## config.mk

```make
export PLATFORM = sky130hd
export DESIGN_NAME = arcade_input_decoder_flat
export DESIGN_NICKNAME = d
export VERILOG_FILES = /design/src/rtl/arcade_input_pkg.sv /design/src/rtl/arcade_input_decoder_if.sv /design/src/rtl/coin_pulse_gen.sv /design/src/rtl/arcade_input_decoder.sv /design/src/flat_wrapper.sv
export SDC_FILE = /design/constraint.sdc
export NUM_CORES = 1
export LEC_CHECK = 0
export ABC_AREA = 1
export CAP_MARGIN = 20
export CELL_PAD_IN_SITES_DETAIL_PLACEMENT = 1
export CELL_PAD_IN_SITES_GLOBAL_PLACEMENT = 2
export CORE_MARGIN = 3
export CORE_UTILIZATION = 30
export CTS_BUF_LIST = sky130_fd_sc_hd__clkbuf_4 sky130_fd_sc_hd__clkbuf_8 sky130_fd_sc_hd__clkbuf_16
export CTS_CLUSTER_SIZE = 10
export DETAILED_ROUTE_END_ITERATION = 8
export PLACE_DENSITY = 0.91
export SLEW_MARGIN = 20
export SYNTH_ARGS = -nofsm -noshare
export SYNTH_HDL_FRONTEND = slang
export SYNTH_SLANG_ARGS = --single-unit
```

## constraint.sdc

```tcl
create_clock -name clk_sys -period 2.7 [get_ports clk_sys]
set_input_delay 0.27 -clock clk_sys [delete_from_list [all_inputs] [get_ports clk_sys]]
set_output_delay 0.27 -clock clk_sys [all_outputs]
set_load 0.01 [all_outputs]
```

## src/rtl/arcade_input_pkg.sv

```systemverilog
// Scan codes, control bit positions and shared types for the arcade input front end.
// Declarations plus the orientation remap helper; no state.
package arcade_input_pkg;

  localparam logic [7:0] SC_UP        = 8'h75;
  localparam logic [7:0] SC_DOWN      = 8'h72;
  localparam logic [7:0] SC_LEFT      = 8'h6B;
  localparam logic [7:0] SC_RIGHT     = 8'h74;
  localparam logic [7:0] SC_FIRE_A    = 8'h29;
  localparam logic [7:0] SC_FIRE_B    = 8'h14;
  localparam logic [7:0] SC_START1_A  = 8'h05;
  localparam logic [7:0] SC_START1_B  = 8'h16;
  localparam logic [7:0] SC_START2_A  = 8'h06;
  localparam logic [7:0] SC_START2_B  = 8'h1E;
  localparam logic [7:0] SC_COIN_A    = 8'h2E;
  localparam logic [7:0] SC_COIN_B    = 8'h36;
  localparam logic [7:0] SC_P2_UP     = 8'h2D;
  localparam logic [7:0] SC_P2_DOWN   = 8'h2B;
  localparam logic [7:0] SC_P2_LEFT   = 8'h23;
  localparam logic [7:0] SC_P2_RIGHT  = 8'h34;
  localparam logic [7:0] SC_P2_FIRE   = 8'h1C;
  localparam logic [7:0] SC_TEST      = 8'h2C;

  localparam int CTL_RIGHT  = 0;
  localparam int CTL_LEFT   = 1;
  localparam int CTL_DOWN   = 2;
  localparam int CTL_UP     = 3;
  localparam int CTL_FIRE   = 4;

  localparam int JOY_START1 = 5;
  localparam int JOY_START2 = 6;
  localparam int JOY_COIN   = 7;

  typedef logic [4:0] ctrl_t;

  typedef enum logic [1:0] {IDLE, PULSE, WAIT_REL} coin_state_t;

  // One held bit per scan code; aliases for the same function are ORed later.
  typedef struct packed {
    logic up, down, left, right, fire_a, fire_b;
    logic start1_a, start1_b, start2_a, start2_b;
    logic coin_a, coin_b;
    logic p2_up, p2_down, p2_left, p2_right, p2_fire;
    logic test;
  } key_reg_t;

  function automatic ctrl_t rotate_ctrl(input ctrl_t raw, input logic rot);
    ctrl_t r;
    r = raw;
    if (rot) begin
      r[CTL_UP]    = raw[CTL_LEFT];
      r[CTL_DOWN]  = raw[CTL_RIGHT];
      r[CTL_LEFT]  = raw[CTL_DOWN];
      r[CTL_RIGHT] = raw[CTL_UP];
    end
    return r;
  endfunction

endpackage

```

## src/rtl/arcade_input_decoder_if.sv

```systemverilog
// Input/output bundle between the HPS key/joystick sources and the arcade input decoder.
// Plain wires; no handshake, every field is sampled or driven every cycle.
interface arcade_input_decoder_if;
  import arcade_input_pkg::*;

  logic [10:0] ps2_key;
  logic [15:0] joystick_0;
  logic [15:0] joystick_1;
  logic        rotate;
  ctrl_t       p1_ctrl;
  ctrl_t       p2_ctrl;
  logic        start1;
  logic        start2;
  logic        coin1;
  logic        test;

  modport master (
    output ps2_key, joystick_0, joystick_1, rotate,
    input  p1_ctrl, p2_ctrl, start1, start2, coin1, test
  );

  modport slave (
    input  ps2_key, joystick_0, joystick_1, rotate,
    output p1_ctrl, p2_ctrl, start1, start2, coin1, test
  );

endinterface

```

## src/rtl/coin_pulse_gen.sv

```systemverilog
// Stretches a coin request into a COIN_CYCLES-long pulse that fires once per press.
// Latency: coin rises the cycle after req is seen in IDLE; no backpressure, extra presses are absorbed.
module coin_pulse_gen
  import arcade_input_pkg::*;
#(
  parameter int COIN_CYCLES = 1200000,
  parameter int CNT_W       = 21
) (
  input  logic clk_sys,
  input  logic reset,
  input  logic req,
  output logic coin
);

  coin_state_t      state_q, state_d;
  logic [CNT_W-1:0] cnt_q, cnt_d;

  always_ff @(posedge clk_sys) begin
    if (reset) begin
      state_q <= IDLE;
      cnt_q   <= '0;
      coin    <= 1'b0;
    end else begin
      state_q <= state_d;
      cnt_q   <= cnt_d;
      coin    <= (state_d == PULSE);
    end
  end

  always_comb begin
    state_d = state_q;
    cnt_d   = cnt_q;
    case (state_q)
      IDLE: begin
        if (req) begin
          state_d = PULSE;
          cnt_d   = CNT_W'(COIN_CYCLES - 1);
        end
      end
      PULSE: begin
        if (cnt_q == '0) state_d = WAIT_REL;
        else             cnt_d   = cnt_q - CNT_W'(1);
      end
      // A request still held after the pulse must be released before re-arming.
      WAIT_REL: begin
        if (!req) state_d = IDLE;
      end
      default: state_d = IDLE;
    endcase
  end

endmodule

```

## src/rtl/arcade_input_decoder.sv

```systemverilog
// Decodes the PS/2 key stream into held keys, merges joysticks, applies rotation and stretches coin.
// Latency: key toggle to outputs 2 cycles, joystick to outputs 1 cycle; no backpressure.
module arcade_input_decoder
  import arcade_input_pkg::*;
#(
  parameter int COIN_CYCLES   = 1200000,
  parameter int CNT_W         = 21,
  parameter bit COIN_ON_START = 1'b1
) (
  input  logic                  clk_sys,
  input  logic                  reset,
  arcade_input_decoder_if.slave bus
);

  logic     primed_q, old_toggle_q;
  logic     key_evt, key_pressed;
  key_reg_t keys_q, keys_d;
  ctrl_t    kb_p1, kb_p2, p1_raw, p2_raw;
  logic     start1_raw, start2_raw, coin_req;
  logic     unused_bits;

  assign unused_bits = &{1'b0, bus.ps2_key[8], bus.joystick_0[15:8], bus.joystick_1[15:8]};

  // The first cycle out of reset only captures the toggle level so a stale strobe is not decoded.
  assign key_evt     = primed_q && (bus.ps2_key[10] != old_toggle_q);
  assign key_pressed = bus.ps2_key[9];

  always_ff @(posedge clk_sys) begin
    if (reset) begin
      primed_q     <= 1'b0;
      old_toggle_q <= 1'b0;
      keys_q       <= '0;
    end else begin
      primed_q     <= 1'b1;
      old_toggle_q <= bus.ps2_key[10];
      keys_q       <= keys_d;
    end
  end

  always_comb begin
    keys_d = keys_q;
    if (key_evt) begin
      case (bus.ps2_key[7:0])
        SC_UP:       keys_d.up       = key_pressed;
        SC_DOWN:     keys_d.down     = key_pressed;
        SC_LEFT:     keys_d.left     = key_pressed;
        SC_RIGHT:    keys_d.right    = key_pressed;
        SC_FIRE_A:   keys_d.fire_a   = key_pressed;
        SC_FIRE_B:   keys_d.fire_b   = key_pressed;
        SC_START1_A: keys_d.start1_a = key_pressed;
        SC_START1_B: keys_d.start1_b = key_pressed;
        SC_START2_A: keys_d.start2_a = key_pressed;
        SC_START2_B: keys_d.start2_b = key_pressed;
        SC_COIN_A:   keys_d.coin_a   = key_pressed;
        SC_COIN_B:   keys_d.coin_b   = key_pressed;
        SC_P2_UP:    keys_d.p2_up    = key_pressed;
        SC_P2_DOWN:  keys_d.p2_down  = key_pressed;
        SC_P2_LEFT:  keys_d.p2_left  = key_pressed;
        SC_P2_RIGHT: keys_d.p2_right = key_pressed;
        SC_P2_FIRE:  keys_d.p2_fire  = key_pressed;
        SC_TEST:     keys_d.test     = key_pressed;
        default: ;
      endcase
    end
  end

  always_comb begin
    kb_p1 = '0;
    kb_p1[CTL_RIGHT] = keys_q.right;
    kb_p1[CTL_LEFT]  = keys_q.left;
    kb_p1[CTL_DOWN]  = keys_q.down;
    kb_p1[CTL_UP]    = keys_q.up;
    kb_p1[CTL_FIRE]  = keys_q.fire_a | keys_q.fire_b;
    kb_p2 = '0;
    kb_p2[CTL_RIGHT] = keys_q.p2_right;
    kb_p2[CTL_LEFT]  = keys_q.p2_left;
    kb_p2[CTL_DOWN]  = keys_q.p2_down;
    kb_p2[CTL_UP]    = keys_q.p2_up;
    kb_p2[CTL_FIRE]  = keys_q.p2_fire;
  end

  assign p1_raw     = kb_p1 | bus.joystick_0[4:0];
  assign p2_raw     = kb_p2 | bus.joystick_1[4:0];
  assign start1_raw = keys_q.start1_a | keys_q.start1_b
                    | bus.joystick_0[JOY_START1] | bus.joystick_1[JOY_START1];
  assign start2_raw = keys_q.start2_a | keys_q.start2_b
                    | bus.joystick_0[JOY_START2] | bus.joystick_1[JOY_START2];
  assign coin_req   = keys_q.coin_a | keys_q.coin_b
                    | bus.joystick_0[JOY_COIN] | bus.joystick_1[JOY_COIN]
                    | (COIN_ON_START && (start1_raw || start2_raw));

  always_ff @(posedge clk_sys) begin
    if (reset) begin
      bus.p1_ctrl <= '0;
      bus.p2_ctrl <= '0;
      bus.start1  <= 1'b0;
      bus.start2  <= 1'b0;
      bus.test    <= 1'b0;
    end else begin
      bus.p1_ctrl <= rotate_ctrl(p1_raw, bus.rotate);
      bus.p2_ctrl <= rotate_ctrl(p2_raw, bus.rotate);
      bus.start1  <= start1_raw;
      bus.start2  <= start2_raw;
      bus.test    <= keys_q.test;
    end
  end

  coin_pulse_gen #(
    .COIN_CYCLES (COIN_CYCLES),
    .CNT_W       (CNT_W)
  ) u_coin (
    .clk_sys (clk_sys),
    .reset   (reset),
    .req     (coin_req),
    .coin    (bus.coin1)
  );

endmodule

```

## src/flat_wrapper.sv

```systemverilog
// flat-port wrapper written by rule: the top's interface ports become plain ports
module arcade_input_decoder_flat import arcade_input_pkg::*;
#(
  parameter int COIN_CYCLES   = 1200000,
  parameter int CNT_W         = 21,
  parameter bit COIN_ON_START = 1'b1
)
  (clk_sys, reset, bus_ps2_key, bus_joystick_0, bus_joystick_1, bus_rotate, bus_p1_ctrl, bus_p2_ctrl, bus_start1, bus_start2, bus_coin1, bus_test);
  arcade_input_decoder_if bus_i ();
  input  logic clk_sys;
  input  logic reset;
  input wire logic [$bits(bus_i.ps2_key)-1:0] bus_ps2_key;
  input wire logic [$bits(bus_i.joystick_0)-1:0] bus_joystick_0;
  input wire logic [$bits(bus_i.joystick_1)-1:0] bus_joystick_1;
  input wire logic [$bits(bus_i.rotate)-1:0] bus_rotate;
  output wire logic [$bits(bus_i.p1_ctrl)-1:0] bus_p1_ctrl;
  output wire logic [$bits(bus_i.p2_ctrl)-1:0] bus_p2_ctrl;
  output wire logic [$bits(bus_i.start1)-1:0] bus_start1;
  output wire logic [$bits(bus_i.start2)-1:0] bus_start2;
  output wire logic [$bits(bus_i.coin1)-1:0] bus_coin1;
  output wire logic [$bits(bus_i.test)-1:0] bus_test;
  assign bus_i.ps2_key = bus_ps2_key;
  assign bus_i.joystick_0 = bus_joystick_0;
  assign bus_i.joystick_1 = bus_joystick_1;
  assign bus_i.rotate = bus_rotate;
  assign bus_p1_ctrl = bus_i.p1_ctrl;
  assign bus_p2_ctrl = bus_i.p2_ctrl;
  assign bus_start1 = bus_i.start1;
  assign bus_start2 = bus_i.start2;
  assign bus_coin1 = bus_i.coin1;
  assign bus_test = bus_i.test;
  arcade_input_decoder #(.COIN_CYCLES(COIN_CYCLES), .CNT_W(CNT_W), .COIN_ON_START(COIN_ON_START)) u_core (.clk_sys(clk_sys), .reset(reset), .bus(bus_i));
endmodule
```

After elaboration in Yosys (flattened, before gate mapping)
Cells that the tools add are included. W data, S select, Z words.

Register bits: 57. Input bits: 46. Output and inout bits: 14. Logic and storage cells: 100.

Add/subtract/negate cells: 1. Eq/ne operators: 24. Mux-type cells: 10. Bitwise gates (word level): 13. Reduce and logical (&&, ||, !) cells: 24.

Operators by type and width (count): $eq A8 B6 Y1 const B (8); $mux W21 (2); $pmux W21 S2 (1); $reduce_and A2 Y1 (18); $eq A8 B5 Y1 const B (4); $eq A8 B7 Y1 const B (4); $logic_not A21 Y1 (1); $sub A21 B1 Y21 const B (1); $eq A8 B3 Y1 const B (2); $or A1 B1 Y1 (11); $or A5 B5 Y5 (2); $mux W4 (2); $mux W2 (3); $pmux W2 S3 (1); $eq A2 B1 Y1 const B (2); $ne A2 B2 Y1 const B (2); $reduce_and A3 Y1 (1); $eq A2 B2 Y1 const B (1); $logic_not A2 Y1 (1); $reduce_bool A2 Y1 (1); $logic_and A1 B1 Y1 (1); $logic_or A1 B1 Y1 (1); $mux W1 (1); $ne A1 B1 Y1 (1).

Depth between registers and ports, before layout
Gate-level depths: netlist of run 1.

Word-level depth: 8. Depth in mapped cells: 11. Depth with buffers taken out: 11.

Cells and area by module
A second synthesis of run 1 with hierarchy kept.

Cell total of the unflattened synthesis: 510. Area total of the unflattened synthesis: 3156.8 sq um.

Modules (own cells, without submodules): arcade_input_decoder (times used 1, cells each 260, area each 1636.6 sq um, seq. area each 660.6 sq um); coin_pulse_gen (times used 1, cells each 250, area each 1520.2 sq um, seq. area each 480.5 sq um).

Least setup slack after synthesis of run 1
OpenSTA, ideal clock, no wires.

Kind: register to register. Start: register u_core.u_coin.cnt_q[0]. End: register u_core.u_coin.cnt_q[12]. Library setup time: 0.135 ns. Arrival: 1.518 ns. Required time: 2.565 ns. Path slack: 1.047 ns. Stages on the path, launching flop included: 12. Buffers on the path: 2. Clock period less this slack: 1.653 ns. Path through: dfxtp_1 > clkinv_1 > ha_1 > nand2_2 > nor2_4 > nand3_2 > nand2_2 > nand2_4 > buf_6 > buf_6 > nand2_1 > a21oi_1.

Longest elaborated chain between the ends: 3. Elaborated cells between the ends (all ways): 6. Classes of those cells: add/sub (1); eq/ne (1); mux (2); reduce/logical (2).

Ends and longest elaborated chain: start: declaration (RTL line coin_pulse_gen.sv:16) `logic [CNT_W-1:0] cnt_q, cnt_d;`; start signal: assignment (RTL line coin_pulse_gen.sv:25) `cnt_q <= cnt_d;`; $sub A21 B1 Y21 / $logic_not A21 Y1 (equally long branches) (RTL line coin_pulse_gen.sv:42, coin_pulse_gen.sv:41); $mux W21 / $ne A2 B2 Y1 (equally long branches); $pmux W21 S2 / $reduce_and A3 Y1 (equally long branches).

Parallel ways exist; a longest one is shown, timed or not. The select of a mux whose other input is x is not followed. A chain may end at the register's enable or synchronous reset.

Worst setup path after layout of run 1
Start: register u_core.u_coin.cnt_q[0]. End: register u_core.u_coin.cnt_q[18].

The elaborated chain is that of the path after synthesis.

==> out/qor.yml, run 1 <==
outcome: "completed"
post_synth_edffs: 0
worstMarginPinSlew_ns: 0.6397
cp-end-kind: "flip-flop"
areal_power_density_over_the_cells_nw_per_um2: 557.5
synth_seq_cells: 57
drt.antenna.violating_nets: 0
hp-class: "flip-flop to flip-flop"
postSynthCellCount: 448
cts-root-buf: "clkbuf_8"
via_count_of_the_first_global_routing_pass: 3075
viasPerCell: 4.763
synth-xor-area-share_pct: 1.175
route.detailed.drc: 0
final-max-slew-violation-count: 0
post-synth-top-area-cell: "dfxtp_1"
antenna_violations_before_repair: 0
tritoncts_clock_tree: "built"
final.setup_skew_ns: 0.01022
post-dp-hpwl_um: 5979
synth_nets: 495
synthToLayoutAreaGrowth_pct: 23.05
finalHoldViolations: 0
post_synth_and_or_nand_nor_area_fraction_pct: 38.87
vias: 2972
ys_dominant_reg_cell: "dfxtp_1"
wire_length_of_the_first_global_routing_pass_um: 13800
pin_count_of_the_biggest_net_entering_global_routing: 36
final_cells: 624
globalRouteMet2Util_pct: 27.96
post_cts_buffers: 0
yosys.area.top_type_share_pct: 38.29
cell_internal_pwr_mw: 1.418
cts_htree_levels: 3
synth_cell_type_count: 31
gr-max-usage-layer: "met2"
register_share_of_total_power_pct: 45.3
worst_ep_required_time_ns: 2.90
netlist_top_cells_area: "dfxtp_1 (38%), nand2_1 (12%), nor2_1 (11%)"
cts_hold_repair.buffers: 0
slew_headroom_pct: 57.02
synth-seq-area-share_pct: 38.29
chipWidth_um: 105.7
std_cell_rows: 35
start_kind: "flip-flop"
top_level_ports: 60
post_cts_resized: 0
grt.total_usage_pct: 14.97
timing_worst_setup_path_type: "flip-flop to flip-flop"
clk_pin_slew_worst_paths_ns: 0.06
setup_repair_after_global_routing_missed_its_margin: "false"
grtUsageMet1_pct: 17.02
post_route_cells_drive_above_1_share_pct: 10.51
net_count_reported_at_finish: 539
total_number_of_yosys_warnings: 0
post_synth_fa_ha_maj_area_fraction_pct: 0.4198
wl_per_cell_um: 12.91
die_area_um2: 11170
globalplace.congestion: 0.8391
yosys-mux-area-fraction_pct: 0
initial_util_pct: 31.51
yosys-top-cells-count: "nand2_1 (92), nor2_1 (89), dfxtp_1 (57)"
post_synth_instance_area_um2: 2980
hold_path.startpoint: "u_core.keys_q[6]"
synth_top_family_by_area: "simple AND/OR/NAND/NOR gates"
post-synth-top-count-cell: "nand2_1"
vdd_drop_max_uv: 253.0
post-route-period-util_pct: 79.91
reg2reg_from: "u_core.u_coin.cnt_q[0]"
worst_path_max_fanout: 23
synth_compound_area_share_pct: 12.22
worstSkewPairLatency_ns: 0.33
cts_buffer_depth: 2
p_leak_nw: 1.499
drt_first_iter_violations: 33
insertedDiodeCount: 0
combinational_share_of_power_pct: 20.1
power.switching_fraction_pct: 30.62
first_pass_iters: 4
grt_overflow_total: 0
design.core.area_um2: 9459
synth.avg_cell_area_um2: 6.653
postSynth.asyncResetShare_pct: 0
final-setup-viol-count: 0
clock_sink_count: 57
max_cap_viol_count: 0
power.switching_mw: 0.6260
setup_tns_ns: 0
placement.io_buffers: 42
clkPwrFrac_pct: 34.6
use_met3_pct: 3.429
cts-buffers-inserted: 9
ff2ff_setup_slack_ns: 0.54
drt-total-wl_um: 8057
critPathArrivalTime_ns: 2.36
placedCellCount: 610
vertical_extent_of_the_die_um: 105.7
worstSetupStartpoint: "u_core.u_coin.cnt_q[0]"
top_achievable_clock_speed_ghz: 0.4635
final_period_minus_worst_setup_slack_ns: 2.158
cells by family (layout without fill, tap and decap cells):
logic type,after synthesis,after routing
AND/OR/NAND/NOR,261,261
AO/OA/AOI/OAI,66,66
buffers and inverters,59,106
flip-flops,57,57
XOR/XNOR,4,4
adder cells (fa/ha/maj),1,1
flip-flops by register name, indices dropped and copies added, names as in the netlist:
signal and count:
u_core.bus.p1_ctrl 5, u_core.bus.p2_ctrl 5, u_core.bus.start1 1, u_core.bus.start2 1, u_core.bus.test 1, u_core.kb_p1 4
u_core.kb_p2 5, u_core.keys_q 9, u_core.old_toggle_q 1, u_core.primed_q 1, u_core.u_coin.cnt_q 21, u_core.u_coin.coin 1
u_core.u_coin.state_q 2
cells in the final DEF (no fill, tap or decap), types with 5 or more instances in the layout:
cell,Yosys,layout
nand2_2,9,9
a21oi_2,7,7
clkbuf_8,0,11
o21ai_0,23,23
nor2_1,89,89
clkdlybuf4s50_1,0,42
nand4_1,10,10
nand2_1,92,92
nor3_1,5,5
a21oi_1,33,33
nand3_1,34,34
dfxtp_1,57,57
or2_2,11,11
inv_1,44,44
worst max-delay path, cell delays in order, from the launching register on:
cell and delay [ns]:
dfxtp_1 0.32, clkinv_1 0.14, ha_1 0.32, nand2_2 0.15, nor2_4 0.20, nand3_2 0.12, nand2_2 0.10, nand2_4 0.17
inv_4 0.28, nor2_1 0.08, nor2_1 0.09, nor2_1 0.04
power groups by stage:
stage          clock network (mW)  registers, mW  logic, mW
4_1_cts                     0.736          0.926      0.417
2_1_floorplan                   0          0.941      0.281
3_5_place_dp                    0          0.944      0.416
6_report                    0.708          0.925      0.411
5_1_grt                     0.766          0.932      0.469
3_3_place_gp                    0          0.942      0.406
layer usage:
layer	vias to the layer above	part of all wire [%]
met1	1416	44
li1	1516	-
met2	32	52
met5	-	0
met3	8	2.7
met4	0	1.0
area by class of cell:
| class | instances | area [um^2] |
|---|---|---|
| clock buffers | 11 | 151.4 |
| clock inverters | 3 | 17.52 |
| fillers | 1268 | 5792 |
| inverters | 46 | 175.2 |
| multi-input cells | 332 | 1570 |
| flip-flops and latches | 57 | 1141 |
| well taps | 129 | 161.4 |
| repair buffers | 46 | 450.4 |
path summary, 6_finish.rpt:
| kind | to | cells after the start |
|---|---|---|
| max reg2reg | u_core.u_coin.cnt_q[18] | 11 |
| max | u_core.u_coin.cnt_q[18] | 11 |
| min | u_core.keys_q[6] | 2 |
| min reg2reg | u_core.keys_q[6] | 2 |
stage by stage:
step	hold slack (ns)	utilization, %	worst slack (ns)	power [mW]	cell area (um^2)
after floorplan	0.3770	-	1.047	1.222	2980
after global placement	0.4223	36.98	0.5649	1.348	3498
after detailed placement	0.4376	36.98	0.5330	1.360	3498
after CTS	0.4505	38.77	0.5160	2.079	3667
after global routing	0.4687	38.77	0.3622	2.167	3667
final	0.4497	38.77	0.5423	2.044	3667
Note: power is estimated with default switching activity, not from simulation.
==> run 2, diff against run 1 <==
- CORE_UTILIZATION: 30 -> 28
- PLACE_DENSITY: 0.91 -> 0.86
- clock period: 2.7 -> 2.05 ns (I/O delays scaled with it)
==> out/qor.yml, run 2 (synthesized netlist as in run 1, its figures left out) <==
outcome: "completed"
setup.worst_path.end: "u_core.u_coin.cnt_q[6]"
worstMarginPinSlew_ns: 0.6278
multi_input_comb_area_um2: 1570
combinational_share_of_power_pct: 19.3
globalplace.congestion: 0.8422
critPathArrivalTime_ns: 2.03
power.switching_fraction_pct: 30.47
tritoncts_clock_tree: "built"
placedCellCount: 624
initial_util_pct: 28.87
start_kind: "flip-flop"
final_cells: 640
cts-root-buf: "clkbuf_8"
design.core.area_um2: 10320
layout.cells.most_common: "nand2_1"
die_area_um2: 11920
route.detailed.drc: 0
cp-end-kind: "flip-flop"
post-route-cell-area_um2: 3774
max_cap_viol_count: 0
post_route_cells_drive_above_1_share_pct: 12.10
hp-class: "flip-flop to flip-flop"
final_period_minus_worst_setup_slack_ns: 1.757
cts_hold_repair.buffers: 0
insertedDiodeCount: 0
post_cts_resized: 0
vias: 3017
clkPwrFrac_pct: 38.9
pin_count_of_the_biggest_net_entering_global_routing: 36
placed_area_um2: 3560
clock_sink_count: 57
final-setup-viol-count: 0
grt_overflow_total: 0
worst_ep_required_time_ns: 2.32
r2r-end: "u_core.u_coin.cnt_q[6]"
p_leak_nw: 1.548
wl_per_cell_um: 12.94
ff2ff_setup_slack_ns: 0.29
register_area_um2: 1141
setup_repair_after_global_routing_missed_its_margin: "false"
std_cell_rows: 37
cts_buffer_depth: 2
net_count_reported_at_finish: 546
synthToLayoutAreaGrowth_pct: 26.62
final.setup_skew_ns: 0.01057
antenna_violations_before_repair: 0
filler_cell_count: 1310
post_cts_buffers: 0
drt.antenna.violating_nets: 0
vdd_drop_max_uv: 285.8
worstSetupStartpoint: "u_core.u_coin.cnt_q[0]"
placement.io_buffers: 42
clk_pin_slew_worst_paths_ns: 0.08
hold-worst-slack_ns: 0.4458
drt-total-wl_um: 8284
wire_length_of_the_first_global_routing_pass_um: 14060
reg2reg_from: "u_core.u_coin.cnt_q[0]"
worstSkewPairLatency_ns: 0.34
register_share_of_total_power_pct: 41.8
mostFrequentLayoutCells: "nand2_1 (92), nor2_1 (89), dfxtp_1 (57)"
areal_power_density_over_the_cells_nw_per_um2: 773.2
cts-buffers-inserted: 9
power.switching_mw: 0.8890
top_achievable_clock_speed_ghz: 0.5692
finalHoldViolations: 0
drt_first_iter_violations: 97
post-dp-hpwl_um: 6225
cell_internal_pwr_mw: 2.029
first_pass_iters: 4
chipWidth_um: 109.2
top_register: "u_core.u_coin.cnt_q"
viasPerCell: 4.714
post-route-period-util_pct: 85.70
reg_top3: "u_core.u_coin.cnt_q x21, u_core.keys_q x9"
final-max-slew-violation-count: 0
top_level_ports: 60
timing_worst_setup_path_type: "flip-flop to flip-flop"
via_count_of_the_first_global_routing_pass: 3096
grt.total_usage_pct: 14.92
vertical_extent_of_the_die_um: 109.2
slew_headroom_pct: 58.10
largest_reg_flops: 21
r2r_cells: 10
cts_htree_levels: 3
worst_path_max_fanout: 13
setup_tns_ns: 0
run 2: power by group through the flow:
stage	clock network [mW]	logic [mW]	registers (mW)
6_report	1.14	0.562	1.22
5_1_grt	1.22	0.639	1.23
4_1_cts	1.17	0.569	1.22
3_5_place_dp	0	0.567	1.25
3_3_place_gp	0	0.547	1.24
2_1_floorplan	0	0.370	1.24
run 2: layout make-up:
| type | instances | share of cell area [%] |
|---|---|---|
| flip-flops and latches | 57 | 30.24 |
| well taps | 136 | 4.509 |
| repair buffers | 53 | 13.33 |
| multi-input cells | 332 | 41.61 |
| inverters | 46 | 4.642 |
| clock buffers | 11 | 4.012 |
| clock inverters | 5 | 1.658 |
run 2: worst min path at each step:
stage	slack (ns)	endpoint	cells after the start	from
2_1_floorplan	0.31	u_core.old_toggle_q	2	bus_ps2_key[10]
3_3_place_gp	0.43	u_core.keys_q[6]	2	u_core.keys_q[6]
3_5_place_dp	0.44	u_core.kb_p1[0]	2	u_core.kb_p1[0]
4_1_cts	0.45	u_core.keys_q[6]	2	u_core.keys_q[6]
5_1_grt	0.47	u_core.bus.test	2	u_core.keys_q[0]
6_report	0.45	u_core.kb_p1[2]	2	u_core.kb_p1[2]
run 2: stage by stage:
step                      setup WS (ns)  total power [mW]  util, %
after CTS                        0.2541             2.959    36.55
after detailed placement         0.1582             1.813    34.48
after global routing             0.1046             3.088    36.55
after floorplan                  0.3972             1.609        -
final                            0.2931             2.918    36.55
after global placement           0.1868             1.791    34.48
run 2: per-layer routing:
layer	routed length [um]	GRT usage, %
met1	3699	17.30
met2	4240	27.02
met3	212	3.256
met4	131	4.987
met5	0	0
run 2: critical path, stage by stage (launching register included):
cell,delay (ns)
dfxtp_1,0.34
clkinv_1,0.09
ha_1,0.22
nand2_2,0.13
nor2_4,0.07
nand3_2,0.08
nand2_2,0.08
nand2_4,0.13
buf_4,0.24
o21ai_0,0.13
a21oi_1,0.17
==> run 3, diff against run 2 <==
- GPL_ROUTABILITY_DRIVEN: unset -> 0
==> results of run 3 <==
No change in the layout: final DEF, timing and power equal those of run 2.
